<file path="src/rtl/bdpsk_pkg.sv">
// Shared constants, the source-select encoding and the PRBS-7 step function
// for the BDPSK symbol source.
package bdpsk_pkg;

   localparam int         SAMPLES_PER_SYMBOL_DEF = 32;
   localparam logic [6:0] PRBS7_SEED             = 7'h7F;
   localparam logic [6:0] PRBS7_TAPS             = 7'b1100000;

   typedef enum logic {
      SRC_EXT  = 1'b0,
      SRC_PRBS = 1'b1
   } src_sel_e;

   // x^7 + x^6 + 1: feedback is the XOR of the tapped bits, shifted in at the LSB
   function automatic logic [6:0] prbs7_next(input logic [6:0] state);
      return {state[5:0], ^(state & PRBS7_TAPS)};
   endfunction

endpackage

</file>
<file path="src/rtl/bdpsk_prbs7.sv">
// PRBS-7 generator (x^7+x^6+1). The output is state[6], and the state
// advances only on cycles where step is high.
module bdpsk_prbs7
   import bdpsk_pkg::*;
(
   input  logic clk,
   input  logic reset_n,
   input  logic step,
   output logic bit_o
);

   logic [6:0] state_q;
   logic [6:0] state_d;

   // next-state: shift only when the encoder consumes a PRBS bit
   always_comb begin
      state_d = state_q;
      if (step) begin
         state_d = prbs7_next(state_q);
      end else begin
         state_d = state_q;
      end
   end

   // state register, reset to the all-ones seed
   always_ff @(posedge clk or negedge reset_n) begin
      if (!reset_n) begin
         state_q <= PRBS7_SEED;
      end else begin
         state_q <= state_d;
      end
   end

   assign bit_o = state_q[6];

endmodule

</file>
<file path="src/rtl/bdpsk_diff_encoder.sv">
// BDPSK symbol source: picks one bit per symbol and differentially encodes it onto re.
// It also produces clk_o and sym_strobe. Define BDPSK_PRBS_EN to compile in the internal PRBS-7 source.
module bdpsk_diff_encoder
   import bdpsk_pkg::*;
#(
   parameter int SAMPLES_PER_SYMBOL = SAMPLES_PER_SYMBOL_DEF,
   parameter int CNT_W              = $clog2(SAMPLES_PER_SYMBOL)
)
(
   input  logic clk,
   input  logic reset_n,
   input  logic en,
   input  logic src_sel,
   input  logic data_in,
   input  logic data_valid,
   output logic data_ready,
   output logic re,
   output logic clk_o,
   output logic sym_strobe,
   output logic bit_out,
   output logic underflow,
   input  logic underflow_clr
);

   localparam logic [CNT_W-1:0] CNT_LAST = CNT_W'(SAMPLES_PER_SYMBOL - 1);
   localparam logic [CNT_W-1:0] CNT_HALF = CNT_W'(SAMPLES_PER_SYMBOL / 2);

   logic [CNT_W-1:0] sym_cnt_q, sym_cnt_d, cnt_next_s;
   logic re_q, re_d;
   logic bit_out_q, bit_out_d;
   logic sym_strobe_q, sym_strobe_d;
   logic clk_o_q, clk_o_d;
   logic underflow_q, underflow_d;

   logic boundary_s;
   logic prbs_sel_s;
   logic prbs_bit_s;
   logic sel_bit_s;
   logic miss_s;

   assign boundary_s = en & (sym_cnt_q == CNT_LAST);

`ifdef BDPSK_PRBS_EN
   assign prbs_sel_s = (src_sel_e'(src_sel) == SRC_PRBS);

   bdpsk_prbs7 u_prbs7 (
      .clk     (clk),
      .reset_n (reset_n),
      .step    (boundary_s & prbs_sel_s),
      .bit_o   (prbs_bit_s)
   );
`else
   logic unused_src_sel_s;
   assign unused_src_sel_s = src_sel;
   assign prbs_sel_s       = 1'b0;
   assign prbs_bit_s       = 1'b0;
`endif

   // src_sel is sampled only at the boundary, so a mid-symbol switch cannot disturb the current symbol
   assign data_ready = boundary_s & ~prbs_sel_s;

   // bit selection; a missing external bit sends 0 so the carrier phase holds
   always_comb begin
      sel_bit_s = 1'b0;
      miss_s    = 1'b0;
      if (prbs_sel_s) begin
         sel_bit_s = prbs_bit_s;
      end else if (data_valid) begin
         sel_bit_s = data_in;
      end else begin
         sel_bit_s = 1'b0;
         miss_s    = 1'b1;
      end
   end

   // symbol timing, differential encoding and underflow tracking
   always_comb begin
      cnt_next_s   = (sym_cnt_q == CNT_LAST) ? {CNT_W{1'b0}} : (sym_cnt_q + CNT_W'(1));
      sym_cnt_d    = sym_cnt_q;
      clk_o_d      = clk_o_q;
      re_d         = re_q;
      bit_out_d    = bit_out_q;
      sym_strobe_d = boundary_s;
      underflow_d  = underflow_q;

      if (en) begin
         sym_cnt_d = cnt_next_s;
         clk_o_d   = (cnt_next_s >= CNT_HALF);
      end else begin
         sym_cnt_d = sym_cnt_q;
         clk_o_d   = clk_o_q;
      end

      if (boundary_s) begin
         re_d      = re_q ^ sel_bit_s;
         bit_out_d = sel_bit_s;
      end else begin
         re_d      = re_q;
         bit_out_d = bit_out_q;
      end

      if (boundary_s && miss_s) begin
         underflow_d = 1'b1;
      end else if (underflow_clr) begin
         underflow_d = 1'b0;
      end else begin
         underflow_d = underflow_q;
      end
   end

   // state registers
   always_ff @(posedge clk or negedge reset_n) begin
      if (!reset_n) begin
         sym_cnt_q    <= {CNT_W{1'b0}};
         re_q         <= 1'b0;
         bit_out_q    <= 1'b0;
         sym_strobe_q <= 1'b0;
         clk_o_q      <= 1'b0;
         underflow_q  <= 1'b0;
      end else begin
         sym_cnt_q    <= sym_cnt_d;
         re_q         <= re_d;
         bit_out_q    <= bit_out_d;
         sym_strobe_q <= sym_strobe_d;
         clk_o_q      <= clk_o_d;
         underflow_q  <= underflow_d;
      end
   end

   assign re         = re_q;
   assign bit_out    = bit_out_q;
   assign sym_strobe = sym_strobe_q;
   assign clk_o      = clk_o_q;
   assign underflow  = underflow_q;

endmodule

</file>
<file path="config.mk">
export PLATFORM = sky130hd
export DESIGN_NAME = bdpsk_diff_encoder
export DESIGN_NICKNAME = d
export VERILOG_FILES = /design/src/rtl/bdpsk_pkg.sv /design/src/rtl/bdpsk_prbs7.sv /design/src/rtl/bdpsk_diff_encoder.sv
export SDC_FILE = /design/constraint.sdc
export NUM_CORES = 1
export LEC_CHECK = 0
export ABC_AREA = 1
export CAP_MARGIN = 10
export CORE_AREA = 4 4 41 43
export CTS_BUF_LIST = sky130_fd_sc_hd__clkbuf_4 sky130_fd_sc_hd__clkbuf_8
export DETAILED_ROUTE_END_ITERATION = 8
export DIE_AREA = 0 0 45 47
export SYNTH_ARGS = -nofsm -noshare
export SYNTH_HDL_FRONTEND = slang
export SYNTH_SLANG_ARGS = --single-unit
</file>
<file path="constraint.sdc">
create_clock -name clk -period 1.7 [get_ports clk]
set_input_delay 0.51 -clock clk [delete_from_list [all_inputs] [get_ports clk]]
set_output_delay 0.51 -clock clk [all_outputs]
set_load 0.01 [all_outputs]
</file>
==> results of run 1 <==
cells in the mapped netlist:
library cell	instances
and3_1	1
nor2_2	1
inv_1	3
o21ai_0	1
nand2_1	14
ha_1	2
o22ai_1	1
nand2_2	1
nor2_1	6
dfrtp_1	9
xor2_1	2
registers in the layout (all words and copies together) (netlist names):
signal,flops
sym_strobe,1
clk_o,1
underflow,1
re,1
sym_cnt_q,4
bit_out,1
metrics by stage:
step | util | cells
finish | 0.498 | 81
global route | 0.498 | 81
CTS | 0.488 | 80
detailed placement | 0.440 | 75
global placement | 0.440 | 75
floorplan | - | 41
final cells by class:
type / count / area share
Inverter: 3 / 0.0212
Tap cell: 15 / 0.0290
Timing Repair Buffer: 21 / 0.290
Clock buffer: 4 / 0.0463
Sequential cell: 9 / 0.347
Multi-Input combinational cell: 29 / 0.266
kinds of logic (layout without fill, tap and decap cells):
logic type | count (synthesis) | in the layout | share of synthesized area
AO/OA/AOI/OAI | 2 | 2 | 0.0293
XOR/XNOR | 2 | 2 | 0.0456
adder cells (fa/ha/maj) | 2 | 2 | 0.0651
buffers and inverters | 3 | 28 | 0.0293
flip-flops | 9 | 9 | 0.586
AND/OR/NAND/NOR | 23 | 23 | 0.244
worst reg2reg max path, stage by stage (launching register included):
cell     delay [ps]
dfrtp_1         390
ha_2            190
and3_4          150
ha_4            160
nand2_4          70
buf_4           150
nor2_2           50
xor2_1          130
routing by layer:
| metal | routed length (um) | up-vias |
|---|---|---|
| li1 | - | 177 |
| met2 | 368 | 8 |
| met3 | 40 | 0 |
| met1 | 347 | 158 |
| met5 | 0 | - |
| met4 | 0 | 0 |
repair_timing:
action	in CTS	in global routing
resized for setup	12	2
setup endpoints to repair	2	2
buffers inserted	1	1
pin swaps	2	0
hold buffers	0	0
endpoints found under the hold margin	0	0
cloned	0	0
worst min path at each step:
stage,end,slack [ps],cells after the start
CTS,re,470,1
global placement,re,460,1
floorplan,bit_out,210,0
finish,re,460,1
global route,re,490,1
detailed placement,re,460,1
power breakdown:
part           leakage (nW)  switching [mW]  total (mW)  internal, mW
clock network        0.0184          0.0649       0.171         0.106
registers             0.115          0.0347       0.315         0.281
logic                 0.220           0.135       0.336         0.200
==> results.py, run 1 <==
metrics = {
    "hold_path": {
        "min_delay_path_class": "flip-flop to flip-flop",
        "holdCritStartpoint": "re",
    },
    "logic_synthesis": {
        "synth_top_cell_area_share": 0.586,
        "yosysTopAreaCell": "dfrtp_1",
        "synth_area_leaders": "dfrtp_1 (59%), nand2_1 (14%), ha_1 (6.5%)",
        "synth_seq_cells": 9,
        "synth-warning-count": 0,
        "post_synth_num_cell_types": 11,
        "netlist_area_um2": 384,
        "netlist_instances": 41,
        "syn_nets": 50,
        "synth-seq-area-share": 0.586,
        "avgSynthCellArea_um2": 9.37,
    },
    "critical_path": {
        "critPathLaunchType": "flip-flop",
        "crit_path_cell_trace": "ha_2 -> and3_4 -> ha_4 -> nand2_4 -> inv_4 -> buf_6",
        "worst_r2r_endpoint": "re",
        "cp.arrival_ps": 1340,
        "reg2reg_depth": 7,
        "critical_path.endpoint_type": "primary output",
        "critical_path.max_stage_delay_ps": 390,
        "start_point_of_the_critical_path": "sym_cnt_q[1]",
        "path_buf_inv": 2,
        "cp_slowest_cell": "dfrtp_1",
        "critical_path.endpoint": "data_ready",
        "critical_path.max_fanout": 2,
        "ff2ff_setup_slack_ps": 320,
        "worst-setup-path-type": "flip-flop to primary output",
        "required_time_at_the_endpoint_of_the_critical_path_ps": 1190,
        "critical_path.reg2reg.startpoint": "sym_cnt_q[1]",
        "timing.critical_path.depth": 6,
        "crit_family": "flip-flops",
    },
    "layout": {
        "ff_latch_area_um2": 225,
        "multi_input_comb_area_um2": 173,
        "final_common_cell": "nand2_1",
        "diodes": 0,
        "finish.net_count": 76,
        "fillCellCount": 130,
        "final_instance_area_um2": 648,
        "mostFrequentLayoutCells": "nand2_1 (14), buf_4 (10), dfrtp_1 (9), clkdlybuf4s50_1 (8), nor2_1 (6)",
        "drive_above_1_share": 0.318,
        "areaGrowthSynthToFinish_pct": 68.7,
    },
    "job": {
        "maxCapViolations": 0,
    },
    "clock_tree": {
        "cts_tree": "yes",
        "cts_buffers": 3,
        "clock_latency_ps": 250,
        "clockRootBuffer": "clkbuf_4",
        "clk_pin_slew_ps": 60,
        "cts-htree-levels": 1,
        "clkSinkCount": 9,
        "clockBufferDepth": 2,
    },
    "global_routing": {
        "groute.usage.overall": 0.0935,
        "globalRoute.busiestLayer": "met2",
        "grt_overflow": 0,
        "maximum_number_of_pins_on_one_net_before_global_route_repair": 10,
        "via_count_of_the_first_global_routing_pass": 333,
        "grtUsageMet1": 0.115,
        "initial_antenna_violation_count": 0,
        "grt_use_met3": 0.0307,
        "grt_first_pass_wirelength_um": 1390,
        "use_met2": 0.144,
    },
    "floorplan": {
        "floorplan.initialDensity": 0.295,
        "num_io_pins": 13,
        "die_area_mm2": 0.00212,
        "die_y_um": 47,
        "floorplan.rows": 13,
        "die_boundary_width_um": 45,
        "area_of_the_core_mm2": 0.00130,
    },
    "timing": {
        "timing.final.max_slew_violations": 0,
        "final.period_utilization": 1.09,
        "timing.final.setup_violations": 1,
        "time_the_worst_path_needs_with_i_o_delays_and_setup_ps": 1850,
        "max_freq_mhz": 541,
        "fin_worst_setup_slack_ps": -149,
        "hold_viol": 0,
        "grt_setup_unrepaired": "true",
        "clock_skew_ps": 3.98,
        "timing.slew.headroom": 0.737,
        "timing.hold.ws_ps": 464,
        "setup_tns_ps": -149,
        "tightest_slew_ps": 393,
    },
    "drt": {
        "routed_wl_um": 756,
        "detailedRoute.firstIterationViolations": 1,
        "avgViaCountPerCell": 4.23,
        "antenna_left": 0,
        "dr_total_vias": 343,
        "detailedRoute.firstPassIterationCount": 2,
        "drcViolationCount": 0,
        "post_drt_wl_per_cell_um": 9.33,
    },
    "power": {
        "power_leakage_nw": 0.353,
        "power.ir.vdd_worst_v": 0.000645,
        "power.density_cell_area_mw_per_mm2": 1270,
        "report.power.total_mw": 0.822,
    },
    "placed_design": {
        "finalWeightedCongestion": 0.624,
        "placement.io_buffers": 11,
        "pre_cts_ws_ps": -477,
        "dp_hpwl_um": 574,
        "detailed_place.area_um2": 573,
    },
    "status": {
        "status": "finished, violations left",
        "failed_checks": "negative setup slack",
    },
}
Note: power is estimated with default switching activity, not from simulation.
==> inputs of run 2 (changes only) <==
--- a/config.mk
+++ b/config.mk
@@ -9,6 +9,7 @@
 export CAP_MARGIN = 10
 export CORE_AREA = 4 4 41 43
 export CTS_BUF_LIST = sky130_fd_sc_hd__clkbuf_4 sky130_fd_sc_hd__clkbuf_8
+export CTS_CLUSTER_SIZE = 16
 export DETAILED_ROUTE_END_ITERATION = 8
 export DIE_AREA = 0 0 45 47
 export SYNTH_ARGS = -nofsm -noshare
==> results of run 2 <==
Final layout, timing and power as in run 1 (identical DEF).
==> inputs of run 3 (changes only) <==
--- a/config.mk
+++ b/config.mk
@@ -5,13 +5,11 @@
 export SDC_FILE = /design/constraint.sdc
 export NUM_CORES = 1
 export LEC_CHECK = 0
-export ABC_AREA = 1
 export CAP_MARGIN = 10
-export CORE_AREA = 4 4 41 43
+export CORE_AREA = 2 2 39 41
 export CTS_BUF_LIST = sky130_fd_sc_hd__clkbuf_4 sky130_fd_sc_hd__clkbuf_8
-export CTS_CLUSTER_SIZE = 16
 export DETAILED_ROUTE_END_ITERATION = 8
-export DIE_AREA = 0 0 45 47
+export DIE_AREA = 0 0 41 43
 export SYNTH_ARGS = -nofsm -noshare
 export SYNTH_HDL_FRONTEND = slang
 export SYNTH_SLANG_ARGS = --single-unit
==> run 3 against run 2 <==
Compared with the run above: the flow still finishes with violations (negative setup slack); global-route usage grew 2.8 points; via count grew 1.2%; flip-flop and latch count did not move; routed wire length increased by 16%; design area rose by 5.4%; critical path type unchanged; critical endpoint unchanged.
==> results.py, run 3 <==
metrics = {
    "drt": {
        "drcViolationCount": 0,
        "detailedRoute.firstIterationViolations": 2,
        "avgViaCountPerCell": 4.63,
        "routed_wl_um": 880,
        "detailedRoute.firstPassIterationCount": 4,
        "antenna_left": 0,
        "dr_total_vias": 347,
        "post_drt_wl_per_cell_um": 11.7,
    },
    "layout": {
        "registers.top_by_ff_count": "sym_cnt_q",
        "finish.net_count": 69,
        "drive_above_1_share": 0.458,
        "areaGrowthSynthToFinish_pct": 64.0,
        "final_common_cell": "buf_4",
        "final_instance_area_um2": 683,
        "largest_reg_flops": 4,
        "mostFrequentLayoutCells": "buf_4 (12), dfrtp_1 (9), clkdlybuf4s50_1 (7), clkbuf_4 (4), nand2_1 (3)",
        "diodes": 0,
        "layoutNonFillerInstCount": 75,
    },
    "clock_tree": {
        "cts_tree": "yes",
        "clockBufferDepth": 2,
        "clk_pin_slew_ps": 60,
        "clkSinkCount": 9,
        "clockRootBuffer": "clkbuf_4",
        "clock_latency_ps": 260,
        "cts_buffers": 3,
        "cts-htree-levels": 1,
        "cts.hold.buffers_added": 0,
    },
    "global_routing": {
        "grt_first_pass_wirelength_um": 1410,
        "via_count_of_the_first_global_routing_pass": 349,
        "initial_antenna_violation_count": 0,
        "groute.usage.overall": 0.122,
        "grt_overflow": 0,
        "maximum_number_of_pins_on_one_net_before_global_route_repair": 10,
    },
    "critical_path": {
        "ff2ff_setup_slack_ps": 120,
        "required_time_at_the_endpoint_of_the_critical_path_ps": 1190,
        "critPathLaunchType": "flip-flop",
        "worst-setup-path-type": "flip-flop to primary output",
        "critical_path.max_fanout": 3,
        "critical_path.endpoint_type": "primary output",
        "cp.arrival_ps": 1360,
    },
    "status": {
        "failed_checks": "negative setup slack",
        "status": "finished, violations left",
    },
    "job": {
        "maxCapViolations": 0,
    },
    "logic_synthesis": {
        "yosysMostFrequentCell": "dfrtp_1",
        "post_synth_num_cell_types": 18,
        "avgSynthCellArea_um2": 12.6,
        "syn_nets": 42,
        "ys.flop_type": "dfrtp_1",
        "synth_seq_cells": 9,
        "synth-warning-count": 0,
        "commonest_cells_in_the_netlist": "dfrtp_1 (9), nand2_1 (4)",
        "netlist_area_um2": 417,
        "netlist_instances": 33,
        "yosysTopAreaCell": "dfrtp_1",
        "synth_area_leaders": "dfrtp_1 (54%), mux2_4 (7.2%), ha_1 (6.0%)",
        "synth_enable_flop_cells": 0,
        "synth-seq-area-share": 0.541,
        "synthArstFlopShare": 1.00,
        "synth_top_cell_area_share": 0.541,
    },
    "timing": {
        "tightest_slew_ps": 432,
        "clock_skew_ps": 7.73,
        "timing.final.max_slew_violations": 0,
        "time_the_worst_path_needs_with_i_o_delays_and_setup_ps": 1870,
        "timing.final.setup_violations": 1,
        "setup_tns_ps": -173,
        "timing.slew.headroom": 0.711,
        "timing.hold.ws_ps": 471,
        "final.period_utilization": 1.10,
        "max_freq_mhz": 534,
        "fin_worst_setup_slack_ps": -173,
        "hold_viol": 0,
        "grt_setup_unrepaired": "true",
    },
    "floorplan": {
        "area_of_the_core_mm2": 0.00138,
        "num_io_pins": 13,
        "die_y_um": 43,
        "die_area_mm2": 0.00176,
        "die_boundary_width_um": 41,
        "floorplan.initialDensity": 0.301,
        "floorplan.rows": 14,
    },
    "placed_design": {
        "detailed_place.area_um2": 596,
        "placement.io_buffers": 11,
        "finalWeightedCongestion": 0.736,
        "dp_hpwl_um": 672,
        "cell_count_after_placement": 67,
    },
    "power": {
        "power.ir.vdd_worst_v": 0.000709,
        "power_leakage_nw": 0.362,
        "power.density_cell_area_mw_per_mm2": 1320,
        "report.power.total_mw": 0.903,
    },
    "hold_path": {
        "min_delay_path_class": "flip-flop to flip-flop",
    },
}
-- run 3: cell types whose count changed after synthesis, sizes merged --
cell	previous run	this run
inv	3	2
buf	0	1
mux2i	0	1
nand3	0	2
nand4	0	2
o31ai	0	1
xnor2	0	1
nor2	7	0
mux2	0	2
nand2b	0	2
o21ai	1	2
nand2	15	4
xor2	2	0
-- run 3: worst max-delay path, stage by stage, from the launching register on --
cell	delay [ps]
dfrtp_1	390
ha_2	200
and3_4	160
ha_4	160
nand2_2	60
inv_2	40
buf_6	110
-- run 3: timing repair --
| action | CTS | global route |
|---|---|---|
| cloned | 0 | 0 |
| resized for setup | 12 | 2 |
| pin swaps | 2 | 2 |
| buffers inserted | 2 | 2 |
| endpoints found under the setup margin | 2 | 3 |
-- run 3: layer usage --
| layer | share of wire | track usage | routed length, um | vias to the layer above |
|---|---|---|---|---|
| li1 | - | - | - | 172 |
| met1 | 0.43 | 0.133 | 378 | 162 |
| met2 | 0.48 | 0.203 | 423 | 13 |
| met3 | 0.089 | 0.0314 | 78 | 0 |
| met4 | 0 | 0.0600 | 0 | 0 |
| met5 | 0 | 0 | 0 | - |
-- run 3: power by group --
part	internal, mW	total [mW]	switching, mW	leakage, nW
Clock	0.106	0.184	0.0774	0.0184
Combinational	0.249	0.396	0.147	0.228
Sequential	0.285	0.324	0.0386	0.115
Total	0.640	0.903	0.263	0.362
-- run 3: path summary, 6_finish.rpt --
check | depth (start not counted) | startpoint | endpoint
max | 6 | sym_cnt_q[0] | data_ready
min | 1 | re | re
max reg2reg | 7 | sym_cnt_q[0] | sym_cnt_q[3]
min reg2reg | 1 | re | re
max in group asynchronous | 1 | reset_n | re
min in group asynchronous | 1 | reset_n | sym_strobe
-- run 3: cell families after synthesis --
family | count (synthesis) | share of synthesized area
and+or+nand+nor | 11 | 0.168
DFF | 9 | 0.541
AOI/OAI and AO/OA | 4 | 0.0691
buffers and inverters | 3 | 0.0450
muxes | 3 | 0.0961
adders and majority gates | 2 | 0.0601
xor gates and xnor gates | 1 | 0.0210
-- run 3: metrics by stage --
step / utilization / setup WS (ps)
final: 0.494 / -173
after global routing: 0.494 / -236
after CTS: 0.479 / -180
after detailed placement: 0.430 / -471
after global placement: 0.430 / -465
after floorplan: - / 25.9
-- run 3: cell type report --
class,instances,area [um^2]
fillers,147,701
flip-flops and latches,9,225
repair buffers,23,205
multi-input cells,21,195
clock buffers,4,30.0
well taps,16,20.0
inverters,2,7.51
